--- src/rtl/bmem_line_arbiter.sv ---
// Round-robin arbiter between icache and dcache line requests, adapting each
// grant to a 4-beat banked-memory burst and reassembling read lines.
module bmem_line_arbiter #(
  parameter int unsigned LINE_W = 256,
  parameter int unsigned BEAT_W = 64,
  parameter int unsigned ADDR_W = 32
) (
  input  logic              clk,
  input  logic              rst,

  input  logic [ADDR_W-1:0] i_addr,
  input  logic              i_read,
  output logic [LINE_W-1:0] i_rdata,
  output logic              i_resp,

  input  logic [ADDR_W-1:0] d_addr,
  input  logic              d_read,
  input  logic              d_write,
  input  logic [LINE_W-1:0] d_wdata,
  output logic [LINE_W-1:0] d_rdata,
  output logic              d_resp,

  output logic [ADDR_W-1:0] bmem_addr,
  output logic              bmem_read,
  output logic              bmem_write,
  output logic [BEAT_W-1:0] bmem_wdata,
  input  logic              bmem_ready,
  input  logic [ADDR_W-1:0] bmem_raddr,
  input  logic [BEAT_W-1:0] bmem_rdata,
  input  logic              bmem_rvalid
);

  typedef enum logic [2:0] {
    IDLE,
    RD_ISSUE,
    RD_WAIT,
    WR_BURST,
    DONE
  } state_t;

  state_t state, state_nx;

  logic [1:0]        cnt;
  logic              last;      // 0 = icache, 1 = dcache
  logic [ADDR_W-1:0] addr_q;
  logic [LINE_W-1:0] line_q;
  logic [LINE_W-1:0] i_line_q;
  logic [LINE_W-1:0] d_line_q;

  logic              i_req;
  logic              d_req;
  logic              any_req;
  logic              pick_d;
  logic [ADDR_W-1:0] sel_addr;
  logic              beat_hit;

  assign i_req    = i_read;
  assign d_req    = d_read | d_write;
  assign any_req  = i_req | d_req;
  // On a tie the client that was not granted last time wins.
  assign pick_d   = d_req & (~i_req | ~last);
  assign sel_addr = pick_d ? d_addr : i_addr;
  assign beat_hit = bmem_rvalid & (bmem_raddr == addr_q);

  always_comb begin
    state_nx = state;
    case (state)
      IDLE:     if (any_req) state_nx = (pick_d && d_write) ? WR_BURST : RD_ISSUE;
      RD_ISSUE: if (bmem_ready) state_nx = RD_WAIT;
      RD_WAIT:  if (beat_hit && cnt == 2'd3) state_nx = DONE;
      WR_BURST: if (bmem_ready && cnt == 2'd3) state_nx = DONE;
      DONE:     state_nx = IDLE;
      default:  state_nx = IDLE;
    endcase
  end

  always_ff @(posedge clk) begin
    if (!rst) begin
      state    <= IDLE;
      cnt      <= '0;
      last     <= 1'b0;
      addr_q   <= '0;
      line_q   <= '0;
      i_line_q <= '0;
      d_line_q <= '0;
    end else begin
      state <= state_nx;
      case (state)
        IDLE: begin
          if (any_req) begin
            last   <= pick_d;
            addr_q <= sel_addr & ~ADDR_W'(5'h1f);
            cnt    <= '0;
            if (pick_d && d_write) line_q <= d_wdata;
          end
        end
        RD_WAIT: begin
          if (beat_hit) begin
            line_q[BEAT_W*32'(cnt) +: BEAT_W] <= bmem_rdata;
            cnt <= cnt + 2'd1;
            // Final beat goes straight into the client's response line.
            if (cnt == 2'd3) begin
              if (last) d_line_q <= {bmem_rdata, line_q[LINE_W-BEAT_W-1:0]};
              else      i_line_q <= {bmem_rdata, line_q[LINE_W-BEAT_W-1:0]};
            end
          end
        end
        WR_BURST: begin
          if (bmem_ready) cnt <= cnt + 2'd1;
        end
        default: ;
      endcase
    end
  end

  assign bmem_addr  = addr_q;
  assign bmem_read  = (state == RD_ISSUE);
  assign bmem_write = (state == WR_BURST);
  assign bmem_wdata = (state == WR_BURST) ? line_q[BEAT_W*32'(cnt) +: BEAT_W] : '0;
  assign i_resp     = (state == DONE) & ~last;
  assign d_resp     = (state == DONE) & last;
  assign i_rdata    = i_line_q;
  assign d_rdata    = d_line_q;

endmodule

--- config.mk ---
export PLATFORM = sky130hd
export DESIGN_NAME = bmem_line_arbiter
export DESIGN_NICKNAME = d
export VERILOG_FILES = /design/src/rtl/bmem_line_arbiter.sv
export SDC_FILE = /design/constraint.sdc
export NUM_CORES = 2
export LEC_CHECK = 0
export BUFFER_PORTS_ARGS = -buffer_cell sky130_fd_sc_hd__buf_2
export CAP_MARGIN = 40
export CORE_AREA = 8 8 391 393
export DETAILED_ROUTE_END_ITERATION = 8
export DIE_AREA = 0 0 399 401
export HOLD_SLACK_MARGIN = 0.12
export SYNTH_ARGS = -nofsm -noshare
export SYNTH_HDL_FRONTEND = slang
export SYNTH_SLANG_ARGS = --single-unit
--- constraint.sdc ---
create_clock -name clk -period 7.8 [get_ports clk]
set_input_delay 0.78 -clock clk [delete_from_list [all_inputs] [get_ports clk]]
set_output_delay 0.78 -clock clk [all_outputs]
set_load 0.005 [all_outputs]
==> run_results.csv <==
group,metric,value,unit
finish,ff_latch_area,16000,µm²
timing,relSlewSlack,1.77,%
worst_hold_path,worstHoldStart,"bmem_rdata[8]",
timing,setup_viol,0,
placed_design,hpwl,122,mm
power_and_ir_drop,vdd_drop_max,0.184,mV
setup_path,r2r-start,"state[0]",
synth,async_flop_share,0,%
timing,period_needed,4.34,ns
setup_path,worstSetupPathType,"flip-flop to flip-flop",
floorplan,coreArea,147000,µm²
clock_network,path_clk_slew,0.06,ns
clock_network,numClockSinks,801,
grt,grt_pass1_vias,31800,
clock_network,post_cts_buffers,0,
synth,yosysWarnings,0,
synth,synth.avg_cell_area,9.76,µm²
status,status,"complete, no violations",
synth,synth_edf_count,0,
floorplan,std_cell_rows,141,
floorplan,die_area,160000,µm²
timing,setup-tns-final,0,ns
grt,grt_max_degree,212,
timing,min_period_over_period,55.6,%
floorplan,top_level_ports,1035,
timing,hold_viol,0,
setup_path,crit_start,"state[0]",
setup_path,cpMostUsedCell,"buf_4",
grt,antenna_found_initial,45,
setup_path,critPathCaptureType,"flip-flop",
routing,post_drt_wl_per_cell,26.9,µm
synth,yosysSeqAreaShare,45.8,%
placed_design,routabilityCongestion,0.891,
clock_network,cts_tree,"yes",
clock_network,cts_resized,0,
routing,ant_nets,0,
timing,fin_skew,0.0477,ns
finish,layout-drive-gt1-share,32.8,%
clock_network,cts-htree-levels,3,
synth,synth_top_flop_cell,"dfxtp_1",
power_and_ir_drop,p_leak,20.9,nW
routing,viasPerCell,5.03,
synth,syn_area,35000,µm²
timing,whs,0.375,ns
clock_network,insertion_delay,0.68,ns
grt,grt.total_usage,20.3,%
routing,num_vias,32400,
timing,rsz0062_at_grt,"no",
flow_run,cap_violations,0,
routing,wl,173,mm
synth,syn_inst,3591,
floorplan,die_h,401,µm
clock_network,cts_buffers,92,
routing,drt_first_pass_iters,5,
finish,fill_cells,15500,
floorplan,fp.dieW,399,µm
setup_path,start_kind,"flip-flop",
clock_network,cts_buffer_depth,3,
setup_path,cp.required,8.41,ns
finish,multi_input_area,17400,µm²
routing,post-route-drc-count,0,
setup_path,slowest_stage,"dfxtp_4",
setup_path,path_cells,"nor2_4, nand2_4, a31o_4, buf_4, and2_4, buf_4, o211a_1",
routing,drt_iter0_markers,2538,
grt,gr-total-overflow,0,
clock_network,cts-root-buf,"clkbuf_16",
power_and_ir_drop,powerDensity,315,nW/µm²
synth,synth_cell_type_count,46,
setup_path,cp.arrival,4.94,ns
finish,finish.utilization,30.6,%
finish,nets,4827,
floorplan,start_util,23.9,%
clock_network,hold_buffers,0,
setup_path,max_stage_delay,0.73,ns
timing,final_max_slew_viol_count,0,
finish,syn2layout_area_growth,28.1,%
grt,grt_pass1_wl,240,mm
timing,max_freq,231,MHz
setup_path,cp_max_fo,40,
worst_hold_path,hold_path_class,"input pin to flip-flop",
synth,ys_seq_elements,801,
placed_design,portBuffers,1019,
timing,worst_pin_slew,1.47,ns
-- routing by layer --
layer	vias up	track usage, %	wire (µm)
met5	-	0	130
met4	22	8.31	6670
met3	311	6.60	16600
met2	1520	32.4	78700
met1	16100	25.2	70700
li1	14400	-	-
-- area by class of cell --
class,instances,area share (%)
Clock buffer,134,6.09
Inverter,4,0.0335
Antenna cell,27,0.151
Tap cell,1930,5.38
Sequential cell,801,35.8
Timing Repair Buffer,1069,12.7
Clock inverter,34,1.09
Multi-Input combinational cell,2431,38.8
-- cell usage after synthesis (35+ instances only) --
master	n	share of area, %
and3_1	69	1.2
nand3_1	69	0.99
clkbuf_1	219	2.3
o21ai_0	65	0.93
a22oi_1	64	1.4
mux2i_1	285	8.1
a21boi_0	56	1.2
buf_4	35	0.75
a21boi_1	200	4.3
o2bb2ai_1	128	3.2
o221a_1	38	1.2
dfxtp_1	801	46
nor2_1	200	2.1
mux4_2	64	4.1
nand2_1	613	6.6
o211a_1	92	2.6
nor2b_1	258	4.6
o221a_2	154	4.9
buf_2	82	1.2
-- critical path, delay by kind of cell, from the launching register on --
family                 cells  cell delay, ns
AO/OA/AOI/OAI              2            0.87
buffers and inverters      2            1.27
AND/OR/NAND/NOR            3            1.30
flip-flops                 1            0.73
-- placed cells by master, fill, tap and decap left out, types with 7 or more instances in the layout --
cell,n
mux4_2,64
clkbuf_1,16
a21boi_0,56
buf_2,1018
buf_4,35
o221a_2,154
o221a_1,38
clkbuf_8,25
clkinv_2,11
nand2_1,611
dfxtp_1,798
a22oi_1,64
o2bb2ai_1,128
o21ai_0,64
nand3_1,68
bufinv_16,7
buf_12,11
nor2_1,199
nand4_1,8
a21boi_1,200
o211a_1,92
clkbuf_16,93
xnor2_1,27
nor2b_1,257
and3_1,66
mux2i_1,285
diode_2,27
-- sequential cells by signal (all words and copies together), names as in the netlist --
register and count:
bmem_addr 27, cnt 2, d_rdata 256, i_rdata 256, last 1, line_q 256, state 3
-- logic make-up after synthesis --
logic type	after synthesis	share of synthesized area (%)
adder cells (fa/ha/maj)	5	0.179
AO/OA/AOI/OAI	807	20.0
other	1	0.0107
flip-flops	801	45.8
buffers and inverters	363	4.90
multiplexers	349	12.3
XOR/XNOR	27	0.675
AND/OR/NAND/NOR	1238	16.2
-- worst paths after layout --
| path | cells past startpoint | slack, ns | to |
|---|---|---|---|
| max | 7 | 3.46 | line_q[25] |
| min | 3 | 0.38 | i_rdata[200] |
| max reg2reg | 7 | 3.46 | line_q[25] |
| min reg2reg | 2 | 0.45 | i_rdata[45] |
-- power breakdown --
| group | switching [mW] | internal (mW) | total [mW] |
|---|---|---|---|
| Sequential | 0.961 | 4.71 | 5.68 |
| Clock | 1.90 | 2.68 | 4.58 |
| Combinational | 2.34 | 1.54 | 3.88 |
-- metrics by stage --
step | cell area [µm²] | power [mW] | setup slack (ns) | instances
2_1_floorplan | 35100 | 7.78 | 5.17 | 3595
3_3_place_gp | 41500 | 9.49 | 2.97 | 6229
3_5_place_dp | 41600 | 9.60 | 3.06 | 6235
4_1_cts | 44800 | 14.2 | 3.39 | 6403
5_1_grt | 44800 | 14.7 | 3.31 | 6416
6_report | 44900 | 14.1 | 3.46 | 6430
Note: power is estimated with default switching activity, not from simulation.
